`src/rtl/queue.sv`:
```
// queue: parameterised synchronous FIFO built on a circular buffer.
// Same push/pop command interface as the LIFO stack, but words come out
// first-in-first-out. Status flags are decoded from a registered occupancy
// counter, and single-cycle error pulses report refused commands.
module queue #(
  parameter int WIDTH = 4,
  parameter int DEPTH = 4   // power of two, at least 2
) (
  input  logic                     clk,
  input  logic                     rst,
  input  logic                     push,
  input  logic                     pop,
  input  logic [WIDTH-1:0]         din,
  output logic [WIDTH-1:0]         dout,
  output logic                     empty,
  output logic                     full,
  output logic [$clog2(DEPTH):0]   count,
  output logic                     overflow,
  output logic                     underflow
);

  localparam int PTR_W = $clog2(DEPTH);
  localparam int CNT_W = PTR_W + 1;
  localparam logic [CNT_W-1:0] DEPTH_C = CNT_W'(DEPTH);

  // Pointers wrap modulo DEPTH through natural overflow of PTR_W bits.
  logic [PTR_W-1:0] wr_ptr_q, wr_ptr_d;
  logic [PTR_W-1:0] rd_ptr_q, rd_ptr_d;
  logic [CNT_W-1:0] count_q,  count_d;
  logic [WIDTH-1:0] dout_q,   dout_d;
  logic             overflow_q,  overflow_d;
  logic             underflow_q, underflow_d;

  logic [WIDTH-1:0] mem_q [DEPTH];

  // Accepted-command qualifiers.
  logic do_push;
  logic do_pop;
  logic is_empty;
  logic is_full;

  // Flags are decoded from the registered count, so they carry no
  // combinational path from push, pop or din.
  always_comb begin
    is_empty = (count_q == '0);
    is_full  = (count_q == DEPTH_C);
  end

  // Decide which commands are accepted this cycle. A pop is accepted
  // whenever the queue holds something. A push is accepted when there is
  // room, or when the queue is full but an accepted pop frees the head
  // slot in the same cycle. With the queue empty, push+pop stores the word
  // and refuses the pop: there is no write-through bypass.
  always_comb begin
    do_pop  = pop  && !is_empty;
    do_push = push && (!is_full || do_pop);
  end

  // Next-state logic for pointers, occupancy, read data and error pulses.
  // NOTE: every signal gets a default at the top of this block so no path
  // leaves one unassigned, which would otherwise infer a latch.
  always_comb begin
    // NOTE: combinational logic uses blocking '=' so later statements see
    // the updated value; the registers below use non-blocking '<='.
    wr_ptr_d    = wr_ptr_q;
    rd_ptr_d    = rd_ptr_q;
    count_d     = count_q;
    dout_d      = dout_q;
    overflow_d  = push && !do_push;
    underflow_d = pop  && !do_pop;

    if (do_push) begin
      wr_ptr_d = wr_ptr_q + PTR_W'(1);
    end

    if (do_pop) begin
      // Reads the old head: a word written this cycle lands in mem_q only
      // after the edge, so it can never be returned by the same pop.
      dout_d   = mem_q[rd_ptr_q];
      rd_ptr_d = rd_ptr_q + PTR_W'(1);
    end

    unique case ({do_push, do_pop})
      2'b10:   count_d = count_q + CNT_W'(1);
      2'b01:   count_d = count_q - CNT_W'(1);
      default: count_d = count_q;
    endcase
  end

  // Control and data-output registers with synchronous reset; reset wins
  // over any push or pop sampled on the same edge.
  always_ff @(posedge clk) begin
    if (rst) begin
      wr_ptr_q    <= '0;
      rd_ptr_q    <= '0;
      count_q     <= '0;
      dout_q      <= '0;
      overflow_q  <= 1'b0;
      underflow_q <= 1'b0;
    end else begin
      wr_ptr_q    <= wr_ptr_d;
      rd_ptr_q    <= rd_ptr_d;
      count_q     <= count_d;
      dout_q      <= dout_d;
      overflow_q  <= overflow_d;
      underflow_q <= underflow_d;
    end
  end

  // Storage array write port.
  // NOTE: the array is deliberately not reset; occupancy is tracked by the
  // pointers and count, so stale contents are never observable, and leaving
  // it unreset lets it map onto plain register files or RAM.
  always_ff @(posedge clk) begin
    if (!rst && do_push) begin
      mem_q[wr_ptr_q] <= din;
    end
  end

  assign dout      = dout_q;
  assign count     = count_q;
  assign empty     = is_empty;
  assign full      = is_full;
  assign overflow  = overflow_q;
  assign underflow = underflow_q;

endmodule

```
`config.mk`:
```
export PLATFORM = sky130hd
export DESIGN_NAME = queue
export DESIGN_NICKNAME = d
export VERILOG_FILES = /design/src/rtl/queue.sv
export SDC_FILE = /design/constraint.sdc
export NUM_CORES = 1
export LEC_CHECK = 0
export ABC_AREA = 1
export BUFFER_PORTS_ARGS = -buffer_cell sky130_fd_sc_hd__buf_2
export CORE_MARGIN = 2
export CORE_UTILIZATION = 54
export DETAILED_ROUTE_END_ITERATION = 16
export GPL_ROUTABILITY_DRIVEN = 0
export PLACE_DENSITY = 0.76
export RECOVER_POWER = 100
export SYNTH_ARGS = -nofsm -noshare
export SYNTH_HDL_FRONTEND = slang
export SYNTH_SLANG_ARGS = --single-unit
```
`constraint.sdc`:
```
create_clock -name clk -period 2.2 [get_ports clk]
set_clock_uncertainty 0.05 [all_clocks]
set_input_delay 0.11 -clock clk [delete_from_list [all_inputs] [get_ports clk]]
set_output_delay 0.11 -clock clk [all_outputs]
set_load 0.005 [all_outputs]
```
==> metrics.yaml, run 1 <==
status: "finished clean"
yosysUniqueCellTypes: 25
synth.avg_cell_area_um2: 10.3
grt_pass1_vias: 927
cp_slowest_cell: "fa_1"
grt_max_degree: 13
required_ns: 2.38
path_common_cell: "nor2_1"
hold_violations: 0
drive_gt1_frac: 0.157
drt_iter0_markers: 14
hpwlAfterDp_um: 1640
clkLatencyLatePin_ns: 0.32
utilization: 0.652
synth_most_common_cell: "nor2_1"
post-place-ws_ns: 0.483
placeableCoreArea_mm2: 0.00223
top_level_ports: 19
nets: 165
area_delta_synth_final_pct: 13.6
synth_flop_cell: "edfxtp_1"
firstDrtPassIters: 4
crit_path_max_incr_delay_ns: 0.38
htreeDepth: 2
synth_largest_area_cell: "edfxtp_1"
grt_usage: 0.199
syn_nets: 137
dieArea_mm2: 0.00278
relSlewSlack: 0.708
crit_path_end_kind: "flip-flop"
async_flop_share: 0
crit_family: "simple AND/OR/NAND/NOR gates"
cp-start-kind: "flip-flop"
cts_root_buf: "clkbuf_4"
portBuffers: 18
diodes: 0
yosys.area.top_type_share: 0.375
crit_buf_inv: 2
netlist_top_cells_count: "23 x nor2_1, 16 x edfxtp_1, 13 x dfxtp_1, 13 x inv_1, 8 x o21ai_0"
overflow: 0
grt_setup_unrepaired: "no"
tns_ns: 0
cts_setup_buffers: 0
synth_edf_count: 16
setup_slack_ns: 0.346
die_x_um: 52.7
synth_area_mm2: 0.00128
fp.dieH_um: 52.7
cts_tree: "built"
fin_crit_ns: 1.85
power_leakage_nw: 0.602
drc: 0
seq_area_frac_synth: 0.578
ant_nets: 0
critPathKind: "reg -> reg"
synthTopCellsByArea: "edfxtp_1 37%, dfxtp_1 20%, nor2_1 6.7%"
worstPathCellList: "nor2_1, nand2_1, nand2_8, inv_6, nand2_4, fa_1, inv_1, nand4_1, a21oi_1, nor2_1"
holdCritPathClass: "in -> reg"
grt_pass1_wl_um: 3750
antenna_found_initial: 0
clock-sinks: 29
setup_viol: 0
pwr_density_cell_mw_per_mm2: 864
std_cell_rows: 17
vias_per_cell: 5.17
synth-seq-cells: 29
cts_buffer_depth: 2
vias: 936
yosysWarnings: 0
routed_wl_um: 2260
worstMarginPinSlew_ns: 0.436
post-route-period-util: 0.843
drv_slew: 0
maxCapViolCount: 0
cts_buffers: 5
netlist_instances: 124
wire_per_inst_um: 12.5
critPathArrivalTime_ns: 2.03
start_util: 0.574
path_clk_slew_ns: 0.09
crit_path_max_fanout: 8
max-vdd-ir-drop_uv: 632
fmax_mhz: 539
==> kinds of logic after synthesis <==
family,count (synthesis),synth area share
DFF,29,0.578
AOI/OAI and AO/OA,26,0.113
adders and majority gates,5,0.0546
and+or+nand+nor,44,0.190
buffers and inverters,20,0.0644
==> placed cells by master, fill, tap and decap left out, types with 2 or more instances in the layout <==
cell type / Yosys / layout
nand3_1: 4 / 4
dfxtp_1: 13 / 13
o21ai_1: 7 / 5
clkinv_1: 0 / 2
nand4_1: 1 / 2
nor2_1: 23 / 24
nand2_1: 4 / 7
nor3_1: 2 / 2
o22ai_1: 4 / 4
inv_2: 4 / 2
nand2_4: 3 / 2
inv_1: 13 / 15
dlygate4sd3_1: 0 / 5
edfxtp_1: 16 / 16
buf_2: 2 / 9
ha_1: 4 / 4
a21oi_1: 4 / 5
o21ai_0: 8 / 10
clkbuf_4: 0 / 5
clkbuf_1: 0 / 9
==> worst register-to-register path: stages (launching register included) <==
cell and delay (ns):
dfxtp_1 0.37, nor2_1 0.07, nand2_1 0.21, nand2_8 0.11, inv_6 0.10, nand2_4 0.06
fa_1 0.38, inv_1 0.07, nand4_1 0.11, a21oi_1 0.15, nor2_1 0.06
==> final cells by class <==
type                    count  area [µm²]
flip-flops and latches     29         741
multi-input cells          75         429
repair buffers             23         129
clock buffers               5        37.5
clock inverters             3        12.5
fillers                   210         777
inverters                  18        72.6
well taps                  28        35.0
==> state kept, by name, indices dropped and copies added, names as in the netlist <==
signal     count
rd_ptr_q       2
overflow       1
mem_q         16
dout           4
wr_ptr_q       2
count          3
underflow      1
==> power breakdown <==
group	leakage, nW	switching [mW]	total (mW)	internal (mW)
Combinational	0.320	0.193	0.309	0.116
Sequential	0.252	0.0375	0.661	0.623
Clock	0.0300	0.173	0.288	0.115
Total	0.602	0.403	1.26	0.855
==> routing by layer <==
metal  GRT usage  vias up  wire length, µm
met4       0.128        0               58
met2       0.344       28             1180
met1       0.213      432              912
met3      0.0514        7              111
met5           0        -                0
li1            -      469                -
==> through the flow <==
step / power (mW) / cells / hold WS [ns] / cell area, µm²
final: 1.26 / 181 / 0.0525 / 1460
after global routing: 1.34 / 181 / 0.0708 / 1460
after CTS: 1.31 / 181 / 0.0464 / 1500
after detailed placement: 1.01 / 168 / 0.261 / 1400
after global placement: 0.997 / 168 / 0.261 / 1400
after floorplan: 0.910 / 124 / 0.137 / 1280
==> what timing repair did <==
action | CTS | global route
endpoints found under the hold margin | 18 | 0
hold buffers | 5 | 0
resized for setup | 0 | 0
==> path summary, 6_finish.rpt <==
| check | startpoint | end | slack [ns] | cells past startpoint |
|---|---|---|---|---|
| max | count[0] | count[2] | 0.35 | 10 |
| min | pop | underflow | 0.05 | 3 |
| max reg2reg | count[0] | count[2] | 0.35 | 10 |
| min reg2reg | dout[0] | dout[0] | 0.46 | 2 |
No activity file was read; power rests on OpenSTA's default activity.
==> run 2: changes to the inputs <==
--- a/config.mk
+++ b/config.mk
@@ -8,10 +8,10 @@
 export ABC_AREA = 1
 export BUFFER_PORTS_ARGS = -buffer_cell sky130_fd_sc_hd__buf_2
 export CORE_MARGIN = 2
-export CORE_UTILIZATION = 54
+export CORE_UTILIZATION = 49
 export DETAILED_ROUTE_END_ITERATION = 16
 export GPL_ROUTABILITY_DRIVEN = 0
-export PLACE_DENSITY = 0.76
+export PLACE_DENSITY = 0.73
 export RECOVER_POWER = 100
 export SYNTH_ARGS = -nofsm -noshare
 export SYNTH_HDL_FRONTEND = slang
==> constraint.sdc (replaced) <==
create_clock -name clk -period 1.7 [get_ports clk]
set_clock_uncertainty 0.05 [all_clocks]
set_input_delay 0.085 -clock clk [delete_from_list [all_inputs] [get_ports clk]]
set_output_delay 0.085 -clock clk [all_outputs]
set_load 0.005 [all_outputs]
==> metrics.yaml, run 2 (same netlist as run 1, synthesis figures left out) <==
relSlewSlack: 0.754  # +0.0464
whs_ns: 0.0237  # -0.0288 ns
overflow: 0  # unchanged
grt_pass1_wl_um: 3700  # -1.5%
portBuffers: 18  # unchanged
grt_max_degree: 12  # -1
crit_path_end_kind: "flip-flop"
routed_wl_um: 2240  # -1.1%
fmax_mhz: 626  # +16%
final_cell_mix: "23 x nor2_1, 16 x edfxtp_1, 15 x inv_1"
crit_path_max_incr_delay_ns: 0.51  # +0.13 ns
setup_viol: 0  # unchanged
max-vdd-ir-drop_uv: 776  # +23%
die_x_um: 55.2  # +4.6%
p_comb_frac: 0.254  # +0.008
cts_buffers: 5  # unchanged
crit_family: "adder cells"
critPathArrivalTime_ns: 1.77  # -0.26 ns
crit_buf_inv: 1  # -1
p_sw_frac: 0.327  # +0.00654
wire_per_inst_um: 12.0  # -3.7%
switchingPower_mw: 0.552  # +37%
path_clk_slew_ns: 0.09  # about the same
worstPathCellList: "nor2_4, nand2_4, nand2_8, inv_6, nand2_4, fa_2, a21boi_1, nor2_1"
layout.cells.non_filler: 186  # +2.8%
start_util: 0.518  # -0.0566
post-place-ws_ns: 0.0151  # -0.468 ns
drc: 0  # unchanged
clkPwrFrac: 0.233  # +0.004
hold_violations: 0  # unchanged
drv_slew: 0  # unchanged
area_delta_synth_final_pct: 17.1
top_level_ports: 19  # unchanged
post-route-period-util: 0.940  # +0.0971
path_common_cell: "nand2_4"
fin_crit_ns: 1.60  # -0.256 ns
seqPwrFrac: 0.514  # -0.011
final_common_cell: "nor2_1"
tns_ns: 0  # unchanged
status: "finished clean"
antenna_found_initial: 0  # unchanged
ant_nets: 0  # unchanged
nets: 168  # +1.8%
maxCapViolCount: 0  # unchanged
grt_pass1_vias: 859  # -7.3%
holdCritPathClass: "in -> reg"
cts_root_buf: "clkbuf_4"
placeableCoreArea_mm2: 0.00248  # +11%
htreeDepth: 2  # unchanged
hpwlAfterDp_um: 1670  # +1.9%
fp.dieH_um: 55.2  # +4.6%
top_register: "mem_q"
vias_per_cell: 4.92  # -4.9%
setup_slack_ns: 0.102  # -0.244 ns
pwr_density_cell_mw_per_mm2: 1120  # +30%
cp-start-kind: "flip-flop"
required_ns: 1.87  # -0.51 ns
dieArea_mm2: 0.00304  # +9.4%
power_leakage_nw: 0.608  # +1.0%
power.total_mw: 1.69  # +34%
firstDrtPassIters: 4  # unchanged
clock-sinks: 29  # unchanged
grt_usage: 0.180  # -0.0187
diodes: 0  # unchanged
p_int_mw: 1.14  # +33%
drt_iter0_markers: 7  # -7
grt_setup_unrepaired: "no"
met2_wirelength_um: 1060  # -10%
place_inst: 173  # +3.0%
cts_buffer_depth: 2  # unchanged
crit_path_max_fanout: 6  # -2
clkLatencyLatePin_ns: 0.33  # about the same
drt-met1-wl_um: 1060  # +16%
worstMarginPinSlew_ns: 0.367  # -0.0693 ns
std_cell_rows: 18  # +1
vias: 915  # -2.2%
drive_gt1_frac: 0.212  # +0.0547
highest_layer: "met4"
critPathKind: "reg -> reg"
largest_reg_flops: 16  # unchanged
cp_slowest_cell: "fa_2"
cts_tree: "built"
routed-wl-met3_um: 80  # -28%
run 2: changes by cell type in the layout (fill, tap and decap cells not counted), moves of 2 or more:
cell	delta
buf_2	-2
buf_4	+2
clkbuf_1	+3
clkinv_1	-2
dfxtp_1	-3
dfxtp_2	+3
run 2: routing by layer:
metal	track usage	vias up
li1	-	479
met1	0.220	419
met2	0.284	11
met3	0.0726	6
met4	0.0732	0
met5	0	-
run 2: path summary, 6_finish.rpt:
path / startpoint / end / slack (ns) / cells past startpoint
setup / recovery: count[0] / count[1] / 0.10 / 8
setup reg to reg: count[0] / count[1] / 0.10 / 8
hold reg to reg: dout[3] / dout[3] / 0.48 / 2
hold / removal: pop / underflow / 0.02 / 3
run 2: final cells by class:
class	count	area [µm²]
fill	222	976
inverter	18	72.6
sequential	29	744
clock inverter	3	17.5
tap	30	37.5
timing repair buffer	26	145
multi-input combinational	75	447
clock buffer	5	37.5
run 2: through the flow:
stage	util	cell area, µm²
floorplan	-	1280
global placement	0.574	1420
detailed placement	0.574	1420
CTS	0.617	1530
global route	0.606	1500
finish	0.606	1500
run 2: worst min-delay path: stages:
cell and delay [ns]:
buf_2 0.15, inv_1 0.08, nor3_1 0.05
run 2: timing repair:
item                                    CTS  global route
gates resized for setup                   0             4
endpoints found under the setup margin    0             1
setup buffers                             0             0
hold buffers                              5             0
endpoints found under the hold margin    18             0
run 2: power by group through the flow:
stage | registers [mW] | clock network (mW) | logic (mW)
2_1_floorplan | 0.864 | 0 | 0.313
3_3_place_gp | 0.873 | 0 | 0.426
3_5_place_dp | 0.879 | 0 | 0.436
4_1_cts | 0.864 | 0.413 | 0.447
5_1_grt | 0.879 | 0.437 | 0.493
6_report | 0.867 | 0.393 | 0.428
==> run 3: changes to the inputs <==
--- a/config.mk
+++ b/config.mk
@@ -8,10 +8,9 @@
 export ABC_AREA = 1
 export BUFFER_PORTS_ARGS = -buffer_cell sky130_fd_sc_hd__buf_2
 export CORE_MARGIN = 2
-export CORE_UTILIZATION = 49
+export CORE_UTILIZATION = 30
 export DETAILED_ROUTE_END_ITERATION = 16
 export GPL_ROUTABILITY_DRIVEN = 0
-export PLACE_DENSITY = 0.73
 export RECOVER_POWER = 100
 export SYNTH_ARGS = -nofsm -noshare
 export SYNTH_HDL_FRONTEND = slang
==> constraint.sdc (replaced) <==
create_clock -name clk -period 1.4 [get_ports clk]
set_clock_uncertainty 0.05 [all_clocks]
set_input_delay 0.07 -clock clk [delete_from_list [all_inputs] [get_ports clk]]
set_output_delay 0.07 -clock clk [all_outputs]
set_load 0.005 [all_outputs]
==> metrics.yaml, run 3 (same netlist as run 1, synthesis figures left out) <==
crit_path_max_fanout: 2  # -4
grt_max_degree: 12  # unchanged
r2r_cells: 8  # unchanged
final_common_cell: "nor2_1"
p_sw_frac: 0.303  # -0.0238
post-place-ws_ns: -0.110  # -0.126 ns
firstDrtPassIters: 4  # unchanged
clkLatencyLatePin_ns: 0.28  # -0.05 ns
power.total_mw: 2.38  # +41%
fp.dieH_um: 69.4  # +26%
fmax_mhz: 666  # +6.4%
clkPwrFrac: 0.269  # +0.036
drt_iter0_markers: 17  # +10
grt_setup_unrepaired: "yes"
power_leakage_nw: 0.719  # +18%
cts_root_buf: "clkbuf_8"
relSlewSlack: 0.836  # +0.0812
drc: 0  # unchanged
grt_usage: 0.117  # -0.0631
regToRegSetupSlack_ns: -0.10  # -0.20 ns
ant_nets: 0  # unchanged
overflow: 0  # unchanged
pwr_density_cell_mw_per_mm2: 1400  # +24%
wire_per_inst_um: 11.6  # -3.7%
antenna_found_initial: 0  # unchanged
maxCapViolCount: 0  # unchanged
path_clk_slew_ns: 0.06  # -0.03 ns
fin_crit_ns: 1.50  # -0.0968 ns
largest_reg_flops: 16  # unchanged
switchingPower_mw: 0.722  # +31%
grt_pass1_vias: 1018  # +19%
final_cell_mix: "22 x nor2_1, 18 x buf_4, 16 x edfxtp_1"
grt_pass1_wl_um: 4440  # +20%
critPathCapture: "count[1]"
p_comb_frac: 0.294  # +0.040
holdCritPathClass: "in -> reg"
std_cell_rows: 23  # +5
hold_start: "pop"
crit_path_end_kind: "flip-flop"
vias: 1018  # +11%
violations: "setup timing"
hold_violations: 0  # unchanged
reg2reg_from: "count[1]"
worstMarginPinSlew_ns: 0.246  # -0.121 ns
max-vdd-ir-drop_uv: 403  # -48%
setup_slack_ns: -0.101  # -0.203 ns
seqPwrFrac: 0.437  # -0.077
cts_buffers: 5  # unchanged
portBuffers: 18  # unchanged
post-route-period-util: 1.07  # +0.132
diodes: 0  # unchanged
cts_tree: "built"
die_x_um: 69.4  # +26%
rr_endpoint: "count[1]"
htreeDepth: 2  # unchanged
nets: 185  # +10%
crit_start: "count[1]"
start_util: 0.316  # -0.202
vias_per_cell: 4.57  # -7.2%
top_level_ports: 19  # unchanged
cts_buffer_depth: 2  # unchanged
status: "finished with violations"
clock-sinks: 29  # unchanged
drv_slew: 0  # unchanged
top_register: "mem_q"
tns_ns: -1.23  # -1.23 ns
hpwlAfterDp_um: 1950  # +17%
cp-start-kind: "flip-flop"
required_ns: 1.52  # -0.35 ns
area_delta_synth_final_pct: 32.9
fillerInstances: 387  # +74%
critPathArrivalTime_ns: 1.62  # -0.15 ns
critPathKind: "reg -> reg"
placeableCoreArea_mm2: 0.00406  # +64%
setup_viol: 18  # +18
routed_wl_um: 2580  # +15%
dieArea_mm2: 0.00481  # +58%
p_int_mw: 1.66  # +46%
drive_gt1_frac: 0.329  # +0.118
## run 3: changes by cell type in the layout (fill, tap and decap cells not counted), sizes merged
cell and change:
buf +20, clkbuf -2, clkinvlp -1
## run 3: final cells by class
class	count	area, µm²	share of cell area
Multi-Input combinational cell	75	465	0.273
Timing Repair Buffer	43	274	0.161
Inverter	18	75.1	0.0441
Clock buffer	6	72.6	0.0426
Clock inverter	2	10.0	0.00587
Tap cell	50	62.6	0.0367
Sequential cell	29	744	0.437
## run 3: worst min path at each step
stage                   to  slack (ns)  cells past startpoint
2_1_floorplan     overflow         0.1                      1
3_3_place_gp     underflow        0.23                      2
5_1_grt        wr_ptr_q[1]        0.10                      3
4_1_cts          underflow        0.08                      3
3_5_place_dp     underflow        0.23                      2
6_report         underflow        0.08                      3
## run 3: layer usage
layer  routed length [µm]  GRT usage  share of wire  vias to the layer above
met5                    0          0              0                        -
met4                   62     0.0588          0.024                        0
met3                   86     0.0392          0.033                        6
met2                 1340      0.202           0.52                       16
met1                 1100      0.128           0.42                      483
li1                     -          -              -                      513
## run 3: metrics by stage
| step | hold slack [ns] | cell area, µm² | utilization | instances |
|---|---|---|---|---|
| floorplan | 0.0968 | 1290 | - | 124 |
| global placement | 0.226 | 1560 | 0.384 | 206 |
| detailed placement | 0.231 | 1560 | 0.384 | 206 |
| CTS | 0.0781 | 1710 | 0.420 | 221 |
| global route | 0.104 | 1700 | 0.420 | 223 |
| finish | 0.0839 | 1700 | 0.420 | 223 |
## run 3: critical path: stages, from the launching register on
cell and delay, ns:
dfxtp_2 0.35, nor2_4 0.05, nand2_4 0.08, nand2_8 0.06, inv_8 0.05, nand2_4 0.04
fa_2 0.51, a21boi_2 0.15, nor2_1 0.05
## run 3: power groups by stage
| stage | Combinational [mW] | Sequential (mW) | Clock, mW |
|---|---|---|---|
| floorplan | 0.400 | 1.05 | 0 |
| detailed placement | 0.682 | 1.06 | 0 |
| finish | 0.701 | 1.04 | 0.641 |
| CTS | 0.709 | 1.04 | 0.654 |
| global placement | 0.659 | 1.06 | 0 |
| global route | 0.779 | 1.05 | 0.697 |
## run 3: timing repair
item                       CTS  global route
hold buffers                 5             0
resized for setup            0             1
gates cloned                 0             0
hold endpoints to repair    18             0
pin swaps                    3             1
setup buffers                2             2
setup endpoints to repair   18            18
